==> config.mk <==
export PLATFORM = sky130hd
export DESIGN_NAME = fsm_div_arbiter
export DESIGN_NICKNAME = d
export VERILOG_FILES = /design/src/rtl/fsm_div_arb_pkg.sv /design/src/rtl/fsm_div_arbiter_rr_pick.sv /design/src/rtl/fsm_div_arbiter.sv
export SDC_FILE = /design/constraint.sdc
export NUM_CORES = 1
export LEC_CHECK = 0
export ABC_AREA = 1
export CAP_MARGIN = 10
export CORE_MARGIN = 10
export CORE_UTILIZATION = 43
export DETAILED_ROUTE_END_ITERATION = 12
export PLACE_DENSITY = 0.75
export SYNTH_ARGS = -nofsm -noshare
export SYNTH_HDL_FRONTEND = slang
export SYNTH_SLANG_ARGS = --single-unit
==> constraint.sdc <==
create_clock -name clk -period 1.49 [get_ports clk]
set_input_delay 0.298 -clock clk [delete_from_list [all_inputs] [get_ports clk]]
set_output_delay 0.298 -clock clk [all_outputs]
set_load 0.005 [all_outputs]
==> src/rtl/fsm_div_arb_pkg.sv <==
// rtl/fsm_div_arb_pkg.sv - shared states, error codes and operand count for the divider arbiter
package fsm_div_arb_pkg;

  typedef enum logic [1:0] {
    S_IDLE = 2'd0,
    S_SEND = 2'd1,
    S_WAIT = 2'd2,
    S_RESP = 2'd3
  } state_t;

  localparam logic [1:0] ERR_OK       = 2'b00;
  localparam logic [1:0] ERR_DIV_ZERO = 2'b01;
  localparam logic [1:0] ERR_TIMEOUT  = 2'b10;

  localparam int NUM_OPS = 4;

endpackage

==> src/rtl/fsm_div_arbiter_rr_pick.sv <==
// rtl/fsm_div_arbiter_rr_pick.sv - round-robin pick of the first request at or after ptr
module rr_pick #(
  parameter int N  = 2,
  parameter int PW = 1
) (
  input  logic [N-1:0]  req,
  input  logic [PW-1:0] ptr,
  output logic [N-1:0]  grant
);

  logic [PW:0] idx;
  logic        found;

  always_comb begin
    grant = '0;
    found = 1'b0;
    idx   = '0;
    for (int i = 0; i < N; i++) begin
      idx = {1'b0, ptr} + (PW+1)'(i);
      if (idx >= (PW+1)'(N)) idx = idx - (PW+1)'(N);
      if (!found && req[idx[PW-1:0]]) begin
        grant[idx[PW-1:0]] = 1'b1;
        found              = 1'b1;
      end
    end
  end

endmodule

==> src/rtl/fsm_div_arbiter.sv <==
// rtl/fsm_div_arbiter.sv - arbitrates requesters onto one external serial divider
module fsm_div_arbiter
  import fsm_div_arb_pkg::*;
#(
  parameter int N_REQ   = 2,
  parameter int W       = 4,
  parameter int TIMEOUT = 64
) (
  input  logic                         clk,
  input  logic                         reset,
  input  logic [N_REQ-1:0]             req_valid,
  input  logic [N_REQ*NUM_OPS*W-1:0]   req_ops,
  output logic [N_REQ-1:0]             req_ready,
  output logic [N_REQ-1:0]             rsp_valid,
  output logic [W-1:0]                 rsp_data,
  output logic [1:0]                   rsp_err,
  output logic                         busy,
  output logic                         div_valid_in,
  output logic [W-1:0]                 div_d_in,
  output logic                         div_reset,
  input  logic                         div_valid_out,
  input  logic [W-1:0]                 div_d_out,
  input  logic                         div_error_out
);

  localparam int PW  = (N_REQ > 1) ? $clog2(N_REQ) : 1;
  localparam int TW  = $clog2(TIMEOUT) + 1;
  localparam int OPW = NUM_OPS * W;

  state_t           state, state_nxt;
  logic [PW-1:0]    rr_ptr, g_idx, pick_idx;
  logic [N_REQ-1:0] pick, g_oh;
  logic [OPW-1:0]   ops_q, pick_ops;
  logic [2:0]       send_cnt;
  logic [TW-1:0]    timer;
  logic             timeout_hit;

  rr_pick #(.N(N_REQ), .PW(PW)) u_rr_pick (
    .req   (req_valid),
    .ptr   (rr_ptr),
    .grant (pick)
  );

  always_comb begin
    pick_idx = '0;
    pick_ops = '0;
    for (int r = 0; r < N_REQ; r++) begin
      if (pick[r]) begin
        pick_idx = PW'(r);
        pick_ops = req_ops[r*OPW +: OPW];
      end
    end
  end

  assign timeout_hit = (timer == TW'(TIMEOUT - 1));
  assign busy        = (state != S_IDLE);

  always_ff @(posedge clk or negedge reset) begin
    if (!reset) state <= S_IDLE;
    else        state <= state_nxt;
  end

  always_comb begin
    state_nxt    = state;
    req_ready    = '0;
    rsp_valid    = '0;
    div_valid_in = 1'b0;
    div_d_in     = '0;
    case (state)
      S_IDLE: begin
        // reset gating keeps the combinational grant quiet while held in reset
        if (|req_valid) begin
          state_nxt = S_SEND;
          req_ready = reset ? pick : '0;
        end
      end
      S_SEND: begin
        div_valid_in = ~send_cnt[0];
        for (int k = 0; k < NUM_OPS; k++) begin
          if (send_cnt[2:1] == 2'(k)) div_d_in = ops_q[k*W +: W];
        end
        if (send_cnt == 3'd7) state_nxt = S_WAIT;
      end
      S_WAIT: begin
        if (div_valid_out || timeout_hit) state_nxt = S_RESP;
      end
      S_RESP: begin
        rsp_valid = g_oh;
        state_nxt = S_IDLE;
      end
      default: state_nxt = S_IDLE;
    endcase
  end

  always_ff @(posedge clk or negedge reset) begin
    if (!reset) begin
      rr_ptr    <= '0;
      timer     <= '0;
      send_cnt  <= '0;
      ops_q     <= '0;
      g_idx     <= '0;
      g_oh      <= '0;
      rsp_data  <= '0;
      rsp_err   <= ERR_OK;
      div_reset <= 1'b1;
    end else begin
      div_reset <= 1'b0;
      case (state)
        S_IDLE: begin
          if (|req_valid) begin
            g_idx    <= pick_idx;
            g_oh     <= pick;
            ops_q    <= pick_ops;
            send_cnt <= '0;
          end
        end
        S_SEND: begin
          send_cnt <= send_cnt + 3'd1;
          timer    <= '0;
        end
        S_WAIT: begin
          timer <= timer + TW'(1);
          if (div_valid_out) begin
            rsp_data <= div_d_out;
            rsp_err  <= div_error_out ? ERR_DIV_ZERO : ERR_OK;
          end else if (timeout_hit) begin
            // a hung divider is flushed so the next job starts from a clean operand count
            rsp_data  <= '0;
            rsp_err   <= ERR_TIMEOUT;
            div_reset <= 1'b1;
          end
        end
        S_RESP: begin
          rr_ptr <= (g_idx == PW'(N_REQ - 1)) ? '0 : g_idx + PW'(1);
        end
        default: ;
      endcase
    end
  end

endmodule
==> flow_summary.json <==
{
  "path_max_fanout": 8,
  "drc": 0,
  "layout_common_cells": "104 x nand2_1, 43 x nand2_2, 40 x clkdlybuf4s50_1",
  "p_int_uw": 3993,
  "cts_tree": "done",
  "slew_violations": 0,
  "die_height_um": 90.79,
  "syn_to_final_growth_pct": 71.66,
  "critPathRequiredTime_ns": 1.72,
  "crit_start": "state[1]",
  "clkLatencyLatePin_ns": 0.30,
  "io_pins": 59,
  "viasPerCell": 4.783,
  "min_period_over_period": 1.129,
  "critPathKind": "flop to flop",
  "place_congestion": 0.8291,
  "postRouteAntennaNets": 0,
  "worst-slew-pin-transition_ns": 0.4898,
  "ys_ff_latch": 38,
  "fin_tns_setup_ns": -5.388,
  "clock_sinks": 38,
  "hold_class": "input port to asynchronous set/reset pin",
  "via_count": 2229,
  "startpoint_type": "flop",
  "port_buffers": 58,
  "syn_area_um2": 2155,
  "setup_violations": 40,
  "yosys_warnings": 0,
  "cp.arrival_ns": 1.91,
  "antenna_found_initial": 0,
  "grt_first_pass_wirelength_um": 10740,
  "power_switching_uw": 2848,
  "p_leak_uw": 0.001930,
  "min_period_ns": 1.682,
  "dieArea_um2": 8242,
  "finalClockSkew_ns": 0.008324,
  "synthCells": 294,
  "wire_per_inst_um": 15.17,
  "path_clk_slew_ns": 0.08,
  "grt.total_usage": 0.1592,
  "violations": "setup timing",
  "finalNetCount": 449,
  "swShare": 0.4163,
  "rsz0062_at_grt": "yes",
  "pwr-share-comb": 0.644,
  "seqPwrFrac": 0.258,
  "status": "complete, but fails checks",
  "reg2reg_slack_ns": -0.19,
  "cts_buffer_depth": 2,
  "dpl.hpwl_um": 4289,
  "cts_made_buffers": 5,
  "mostFrequentLayoutCell": "nand2_1",
  "gr-total-overflow": 0,
  "n_antenna_cell": 0,
  "die_x_um": 90.79,
  "syn-num-nets": 344,
  "core_um2": 4786,
  "drv_cap": 0,
  "regToRegStartpoint": "state[1]",
  "cts_root_buf": "clkbuf_8",
  "hold_viol": 0,
  "fmax_mhz": 594.6,
  "peakVddDrop_uv": 1286,
  "layout-drive-gt1-share": 0.4386,
  "maxSlewHeadroom": 0.6735,
  "setup_slack_ns": -0.1918,
  "synth.distinct_cells": 27,
  "drtIter0Drc": 49,
  "pwr-share-clk": 0.098,
  "num_rows": 25,
  "ys_seq_area_frac": 0.4419,
  "dp_slack_ns": -0.5398,
  "crit_path_end_kind": "flop",
  "power_density_nw_per_um2": 1849,
  "grt_pass1_vias": 2292,
  "htree_levels": 2,
  "wirelength_um": 7068,
  "first_pass_iters": 4,
  "grt_max_degree": 39,
  "start_util": 0.4502,
  "syn_avg_cell_area_um2": 7.328
}
final cells by class:
type,count,area [um2]
clock buffer,7,76.32
fill,320,1087
inverter,25,108.9
multi-input combinational,226,1444
sequential,38,954.7
tap,67,83.83
timing repair buffer,103,1031
stage by stage:
stage | cell area, um2 | cells | power, uW | hold slack (ns) | utilization
2_1_floorplan | 2155 | 294 | 3089 | 0.002409 | -
3_3_place_gp | 3022 | 444 | 4354 | 0.4508 | 0.6314
3_5_place_dp | 3022 | 444 | 4426 | 0.4442 | 0.6314
4_1_cts | 3322 | 459 | 5763 | 0.1286 | 0.6941
5_1_grt | 3699 | 466 | 7312 | 0.1368 | 0.7728
6_report | 3699 | 466 | 6840 | 0.1064 | 0.7728
worst paths after layout:
| path | endpoint | cells after the start |
|---|---|---|
| worst max-delay path | ops_q[9] | 11 |
| worst min-delay path | ops_q[2] | 2 |
| worst max register to register | ops_q[9] | 11 |
| worst min register to register | rsp_data[0] | 2 |
| max in group asynchronous | timer[0] | 2 |
| min in group clk | rsp_data[0] | 2 |
metal layers:
layer | share of wire | GRT usage | up-vias
li1 | - | - | 1116
met1 | 0.38 | 0.1613 | 1033
met2 | 0.55 | 0.2999 | 63
met3 | 0.046 | 0.04821 | 17
met4 | 0.026 | 0.05483 | 0
met5 | 0 | 0 | -
cells by family (layout without fill, tap and decap cells):
kind of cell / after synthesis / count (layout) / share of synthesized area
and+or+nand+nor: 195 / 195 / 0.3775
DFF: 38 / 38 / 0.4419
buffers and inverters: 30 / 135 / 0.07143
adders and majority gates: 8 / 8 / 0.04646
AOI/OAI and AO/OA: 23 / 23 / 0.06272
synth_stat cells:
master      n  area [um2]
inv_6       1       8.760
o21ai_2     1       8.760
buf_4       1       7.510
nand2_1   149       559.3
dfstp_2     1       26.28
ha_1        8       100.1
inv_1      22       82.58
buf_12      1       20.02
inv_2       2       7.510
nor3_1      1       5.000
nor2_8      1       20.02
o21ai_1     3       15.01
dfrtp_1    37       925.9
nor2_2      1       6.260
or2_2       5       31.28
o211ai_1    1       7.510
buf_6       2       22.52
nor2_1     16       60.06
a21oi_1     9       45.04
buf_2       1       5.000
o21ai_0     7       35.03
a21oi_4     1       16.27
nand2_2    11       68.82
nand4_1     1       6.260
nor2_4      1       11.26
o21bai_1    1       7.510
nand3_1     9       45.04
timing repair:
item / CTS / global route
gates resized for setup: 102 / 95
pin swaps: 20 / 36
endpoints found under the hold margin: 0 / 0
gates cloned: 2 / 0
endpoints found under the setup margin: 37 / 50
setup buffers: 7 / 9
hold buffers: 0 / 0
critical path, stage by stage, from the launching register on:
cell and delay (ns):
dfrtp_1 0.41, inv_2 0.12, buf_6 0.11, ha_4 0.15, buf_6 0.11, inv_4 0.04
buf_6 0.12, nor2_8 0.14, buf_6 0.14, buf_12 0.15, nand2_2 0.05, nand2_1 0.07
power by group through the flow:
stage	registers, uW	clock network (uW)	logic, uW
detailed placement	1680	0	2750
floorplan	1650	0	1440
global route	1800	727	4780
CTS	1680	680	3400
finish	1760	673	4400
global placement	1670	0	2690
sequential cells by signal (all words and copies together) (netlist names), 2 cells and up:
name and count:
ops_q 16, timer 7, send_cnt 3, state 2
rsp_err 2, rsp_data 4
(Power assumes the default switching activity.)
==> RTL change 1: new RTL, same settings <==
Register the output `rsp_err` once more, with the module's reset; this adds one clock of latency there. The other outputs are not delayed to match.
--- a/src/rtl/fsm_div_arbiter.sv
+++ b/src/rtl/fsm_div_arbiter.sv
@@ -26,6 +26,8 @@
   localparam int PW  = (N_REQ > 1) ? $clog2(N_REQ) : 1;
   localparam int TW  = $clog2(TIMEOUT) + 1;
   localparam int OPW = NUM_OPS * W;
+
+  logic [1:0] rsp_err_s0;
 
   state_t           state, state_nxt;
   logic [PW-1:0]    rr_ptr, g_idx, pick_idx;
@@ -101,7 +103,7 @@
       g_idx     <= '0;
       g_oh      <= '0;
       rsp_data  <= '0;
-      rsp_err   <= ERR_OK;
+      rsp_err_s0 <= ERR_OK;
       div_reset <= 1'b1;
     end else begin
       div_reset <= 1'b0;
@@ -122,11 +124,11 @@
           timer <= timer + TW'(1);
           if (div_valid_out) begin
             rsp_data <= div_d_out;
-            rsp_err  <= div_error_out ? ERR_DIV_ZERO : ERR_OK;
+            rsp_err_s0 <= div_error_out ? ERR_DIV_ZERO : ERR_OK;
           end else if (timeout_hit) begin
             // a hung divider is flushed so the next job starts from a clean operand count
             rsp_data  <= '0;
-            rsp_err   <= ERR_TIMEOUT;
+            rsp_err_s0 <= ERR_TIMEOUT;
             div_reset <= 1'b1;
           end
         end
@@ -138,4 +140,12 @@
     end
   end
 
+  always_ff @(posedge clk or negedge reset) begin
+    if (!reset) begin
+      rsp_err <= '0;
+    end else begin
+      rsp_err <= rsp_err_s0;
+    end
+  end
+
 endmodule
Formal check against the unedited RTL: same outputs for any inputs over 10 cycles, from zero or initial values and one cycle with reset low; that may be too few to reach the edited logic, so the function may still have changed.
==> RTL change 1 against the original RTL <==
The run still ends with negative setup slack left; worst setup slack lost 65 ps; highest routed layer unchanged; sequential cell count up 2; power decreased by 4.5%; fmax shrank 3.7%; synthesized area decreased by 0.23%; final area shrank 5.5%; via count up 4.3%; critical endpoint is now div_d_in[2]; first-iteration DRC count increased to 3.1 times the old value; die area down 0.18%; largest cell class unchanged; wire length up 4.2%.
==> RTL change 1: results (changes against the original RTL) <==
stage	metric	value	unit	change
layout	net count of the finished layout	450		+0.22%
synthesis	syn_area_per_cell	7.36	µm²	+0.45%
power_and_ir_drop	reported leakage power	1.81	nW	-6.4%
setup_path	Largest stage delay, worst path	430	ps	+20 ps
detailed_routing	average wire per cell in the routed design	15.7	µm	+3.7%
global_route	global-route usage over all layers	0.165		+0.00624
setup_path	CP delay by family, top	flip-flops		
global_route	met1 Use GR	0.179		+0.0178
setup_path	capture point of the worst path	div_d_in[2]		
setup_path	Crit Path Max Fanout	3		-5
clock_tree	source-to-sink clock delay at the later pin of the worst-skew pair	310	ps	
detailed_routing	number of violations reported at the end of detailed-routing iteration 0	150		+210%
layout	biggest registers after layout	ops_q (16), timer (7), rsp_data (4)		
placement	sum of net half-perimeters after detailed placement	4480	µm	+4.4%
setup_path	launching point of the worst reg2reg path	state[0]		
placement	last weighted congestion value of the routability-driven placer	0.821		-1.0%
setup_path	Critical R2R Capture	state[1]		
detailed_routing	mean number of vias per cell	4.97		+3.9%
setup_path	cell count of the worst reg-to-reg path	10		-1
layout	count of fill cells added during filler insertion	378		+18%
synthesis	most frequent cells after synthesis	148 x nand2_1, 39 x dfrtp_1, 22 x inv_1		
sta	number of failing setup endpoints in the final timing report	17		-57%
placement	# placed instances	442		-0.45%
synthesis	count of unique library cells instantiated by Yosys	24		-11%
synthesis	nets in the synthesized netlist	342		-0.58%
outcome	result of the run	finished with violations		
sta	tightest slew margin relative to the limit	0.655		-0.0187
synthesis	share of the yosys chip area belonging to registers	0.466		+0.0243
layout	fraction of final layout cells with drive strength greater than 1	0.319		-0.119
sta	Worst Clk Skew	8.40	ps	+0.0756 ps
synthesis	number of warnings issued by yosys	0		unchanged
synthesis	synth top area cells	dfrtp_1 45%, nand2_1 26%, ha_1 4.7%		
power_and_ir_drop	IR Drop Worst-Case VDD	0.00112	V	-13%
global_route	global routing usage on met2	0.289		-0.0108
setup_path	crit path max-delay cell type	dfrtp_1		
global_route	maximum number of pins on one net before global-route repair	41		+5.1%
outcome	failing checks	negative setup slack		
placement	pre-CTS setup slack	-562	ps	-22.6 ps
layout	fin cells	468		+0.43%
synthesis	prevailing post-synth register cell	dfrtp_1		
sta	worst setup slack after layout	-257	ps	-65.1 ps
global_route	vias in the first global route	2266		-1.1%
detailed_routing	Final ANT Viol Nets	0		unchanged
setup_path	nature of the critical path startpoint	flop		
setup_path	data arrival time of the critical path	1450	ps	-460 ps
global_route	wire length of the first global-routing pass	11100	µm	+3.3%
global_route	grt met3 use	0.0474		-0.000831
sta	final hold slack	62.2	ps	-44.2 ps
[RTL change 1: cell count changes after synthesis, sizes merged]
| cell | delta |
|---|---|
| dfrtp | +2 |
| nand2 | -9 |
| nand3 | +5 |
[RTL change 1: report_power, final]
group,leakage [nW],total (mW),internal (mW),switching (mW)
logic,1.24,3.70,1.81,1.89
clock network,0.0645,0.998,0.591,0.407
registers,0.506,1.83,1.51,0.325
total,1.81,6.53,3.91,2.62
[RTL change 1: layer usage]
| metal | vias to the layer above | wire length, µm |
|---|---|---|
| li1 | 1117 | - |
| met1 | 1100 | 2820 |
| met2 | 86 | 3870 |
| met3 | 22 | 403 |
| met4 | 0 | 261 |
| met5 | - | 0 |
[RTL change 1: kinds of logic (layout without fill, tap and decap cells)]
logic type	count (synthesis)	after routing	synth area share
and+or+nand+nor	191	191	0.365
DFF	40	40	0.466
buffers and inverters	30	139	0.0646
AOI/OAI and AO/OA	23	23	0.0576
adders and majority gates	8	8	0.0466
[RTL change 1: final cells by class]
cell class,count,area (µm²),area share
Clock buffer,7,96.3,0.0276
Clock inverter,1,30.0,0.00860
Inverter,25,110,0.0315
Multi-Input combinational cell,222,1210,0.346
Sequential cell,40,1000,0.288
Tap cell,67,83.8,0.0240
Timing Repair Buffer,105,952,0.273
Timing Repair inverter,1,7.51,0.00215
[RTL change 1: per-stage QoR]
stage	utilization	total power [mW]	cell area, µm²	setup TNS [ps]
floorplan	-	3.08	2150	0
global placement	0.630	4.31	3020	-4460
detailed placement	0.630	4.42	3020	-6170
CTS	0.699	5.95	3350	-1330
global route	0.730	6.93	3490	-3880
finish	0.730	6.53	3490	-2730
[RTL change 1: what timing repair did]
item                                    4_1_cts  5_1_grt
gates resized for setup                      97       32
pin swaps                                    21       19
setup buffers                                14        8
endpoints found under the setup margin       17       37
cloned                                        0        1
==> RTL change 2: new RTL, same settings <==
Made on the original files. Set the package constant `NUM_OPS` to 2 (it was 4).
--- a/src/rtl/fsm_div_arb_pkg.sv
+++ b/src/rtl/fsm_div_arb_pkg.sv
@@ -12,7 +12,7 @@
   localparam logic [1:0] ERR_DIV_ZERO = 2'b01;
   localparam logic [1:0] ERR_TIMEOUT  = 2'b10;
 
-  localparam int NUM_OPS = 4;
+  localparam int NUM_OPS = 2;
 
 endpackage
 
Interface: changed (resized req_ops); port bits go from 59 to 43. The function was not compared with the original's and may differ.
==> RTL change 2 against the original RTL <==
The run still ends with negative setup slack left; clock skew is 3.0 ps lower; critical path type is now flop to output port; sequential cell count is 8 lower; synthesized area is 24% lower; worst setup slack worse by 23 ps; largest power group unchanged; final area is 30% lower; critical endpoint is now req_ready[1]; die area down 19%; wire length fell by 30%; first-iteration DRC count is 94% higher; worst hold slack gained 360 ps; power decreased by 31%.
==> RTL change 2: results (changes against the original RTL) <==
stage	metric	value	unit	change
outcome	result of the run	finished with violations		
outcome	failing checks	negative setup slack		
global_route	global-route usage over all layers	0.147		-0.0120
sta	worst setup slack after layout	-215	ps	-22.9 ps
detailed_routing	number of violations reported at the end of detailed-routing iteration 0	95		+94%
synthesis	count of unique library cells instantiated by Yosys	23		-15%
global_route	wire length of the first global-routing pass	7700	µm	-28%
placement	Port-buffer cells	42		-28%
clock_tree	CTS root buffer	clkbuf_8		
sta	tightest slew margin relative to the limit	0.747		+0.0731
setup_path	cell count of the worst reg-to-reg path	12		+1
placement	# placed instances	322		-27%
setup_path	Crit Path Max Fanout	2		-6
clock_tree	TritonCTS Buffers	5		unchanged
setup_path	Critical R2R Capture	g_idx		
placement	last weighted congestion value of the routability-driven placer	0.832		+0.40%
global_route	maximum number of pins on one net before global-route repair	31		-21%
global_route	vias in the first global route	1680		-27%
power_and_ir_drop	clock network fraction of design power	0.145		+0.047
layout	diodes inserted	0		unchanged
synthesis	nets in the synthesized netlist	246		-28%
synthesis	share of the yosys chip area belonging to registers	0.461		+0.0190
layout	fraction of final layout cells with drive strength greater than 1	0.334		-0.104
clock_tree	buffer levels on the longest clock path	2		unchanged
clock_tree	source-to-sink clock delay at the later pin of the worst-skew pair	280	ps	-20 ps
power_and_ir_drop	IR Drop Worst-Case VDD	0.00111	V	-14%
layout	net count of the finished layout	326		-27%
setup_path	launching point of the worst reg2reg path	state[0]		
detailed_routing	detailed-route via count	1642		-26%
power_and_ir_drop	reported leakage power	1.32	nW	-32%
sta	Worst Clk Skew	5.29	ps	-3.04 ps
detailed_routing	WL final	4950	µm	-30%
setup_path	capture point of the worst path	req_ready[1]		
layout	count of fill cells added during filler insertion	286		-11%
power_and_ir_drop	seq pwr	1.33	mW	-24%
synthesis	prevailing post-synth register cell	dfrtp_1		
setup_path	nature of the critical path startpoint	flop		
sta	final hold slack	464	ps	+358 ps
detailed_routing	mean number of vias per cell	4.82		+0.67%
layout	biggest registers after layout	ops_q (8), timer (7), rsp_data (4)		
synthesis	syn_area_per_cell	7.70	µm²	+5.0%
global_route	number of antenna violations at the first check in global routing	0		unchanged
min_path	Min-Delay Path Class	input pin to async pin		
sta	number of failing setup endpoints in the final timing report	11		-73%
placement	sum of net half-perimeters after detailed placement	3280	µm	-24%
clock_tree	number of H-tree branching levels	2		unchanged
placement	pre-CTS setup slack	-579	ps	-39.4 ps
synthesis	synth top area cells	dfrtp_1 44%, nand2_1 19%, ha_1 6.1%		
setup_path	data arrival time of the critical path	1410	ps	-500 ps
synthesis	most frequent cells after synthesis	81 x nand2_1, 29 x dfrtp_1, 21 x inv_1		
power_and_ir_drop	cell-internal power	2.81	mW	-30%
synthesis	proportion of register bits with asynchronous set or reset after synthesis	1.00		unchanged
detailed_routing	Pre-antenna DRT Iters	4		unchanged
clock_tree	CTS clock-pin slew for the worst setup and hold paths	70	ps	
synthesis	number of warnings issued by yosys	0		unchanged
[RTL change 2: logic make-up (layout without fill, tap and decap cells)]
kind of cell             after synthesis  count (layout)  share of synthesized area
AO/OA/AOI/OAI                         20              20                     0.0713
adder cells (fa/ha/maj)                8               8                     0.0614
buffers and inverters                 27             108                     0.0682
flip-flops                            30              30                      0.461
AND/OR/NAND/NOR                      127             127                      0.338
[RTL change 2: final cells by class]
type / count / area [µm²] / share of cell area
Multi-Input combinational cell: 155 / 920 / 0.354
Sequential cell: 30 / 753 / 0.290
Timing Repair Buffer: 76 / 668 / 0.257
Inverter: 24 / 100 / 0.0386
Clock buffer: 6 / 82.6 / 0.0318
Tap cell: 48 / 60.1 / 0.0231
Clock inverter: 2 / 12.5 / 0.00482
[RTL change 2: per-layer routing]
metal / wire [µm] / GRT usage / part of all wire
met1: 1910 / 0.150 / 0.39
met2: 2800 / 0.284 / 0.57
met3: 193 / 0.0360 / 0.039
met4: 39 / 0.0510 / 0.0079
met5: 0 / 0 / 0
[RTL change 2: through the flow]
step | power, mW | TNS (ps) | cell area, µm²
CTS | 4.44 | -1840 | 2520
global placement | 3.26 | -3380 | 2260
finish | 4.71 | -1900 | 2600
detailed placement | 3.33 | -4030 | 2260
floorplan | 2.33 | 0 | 1630
global route | 5.05 | -2540 | 2600
[RTL change 2: what timing repair did]
| action | in CTS | in global routing |
|---|---|---|
| endpoints found under the setup margin | 17 | 28 |
| gates resized for setup | 77 | 25 |
| pin swaps | 7 | 10 |
| buffers inserted | 8 | 8 |
[RTL change 2: worst max-delay path, cell delays in order, from the launching register on]
cell and delay (ps):
dfrtp_1 400, inv_2 90, ha_4 160, inv_4 40
nor3_4 180, inv_2 50, nor2_1 80, buf_2 120
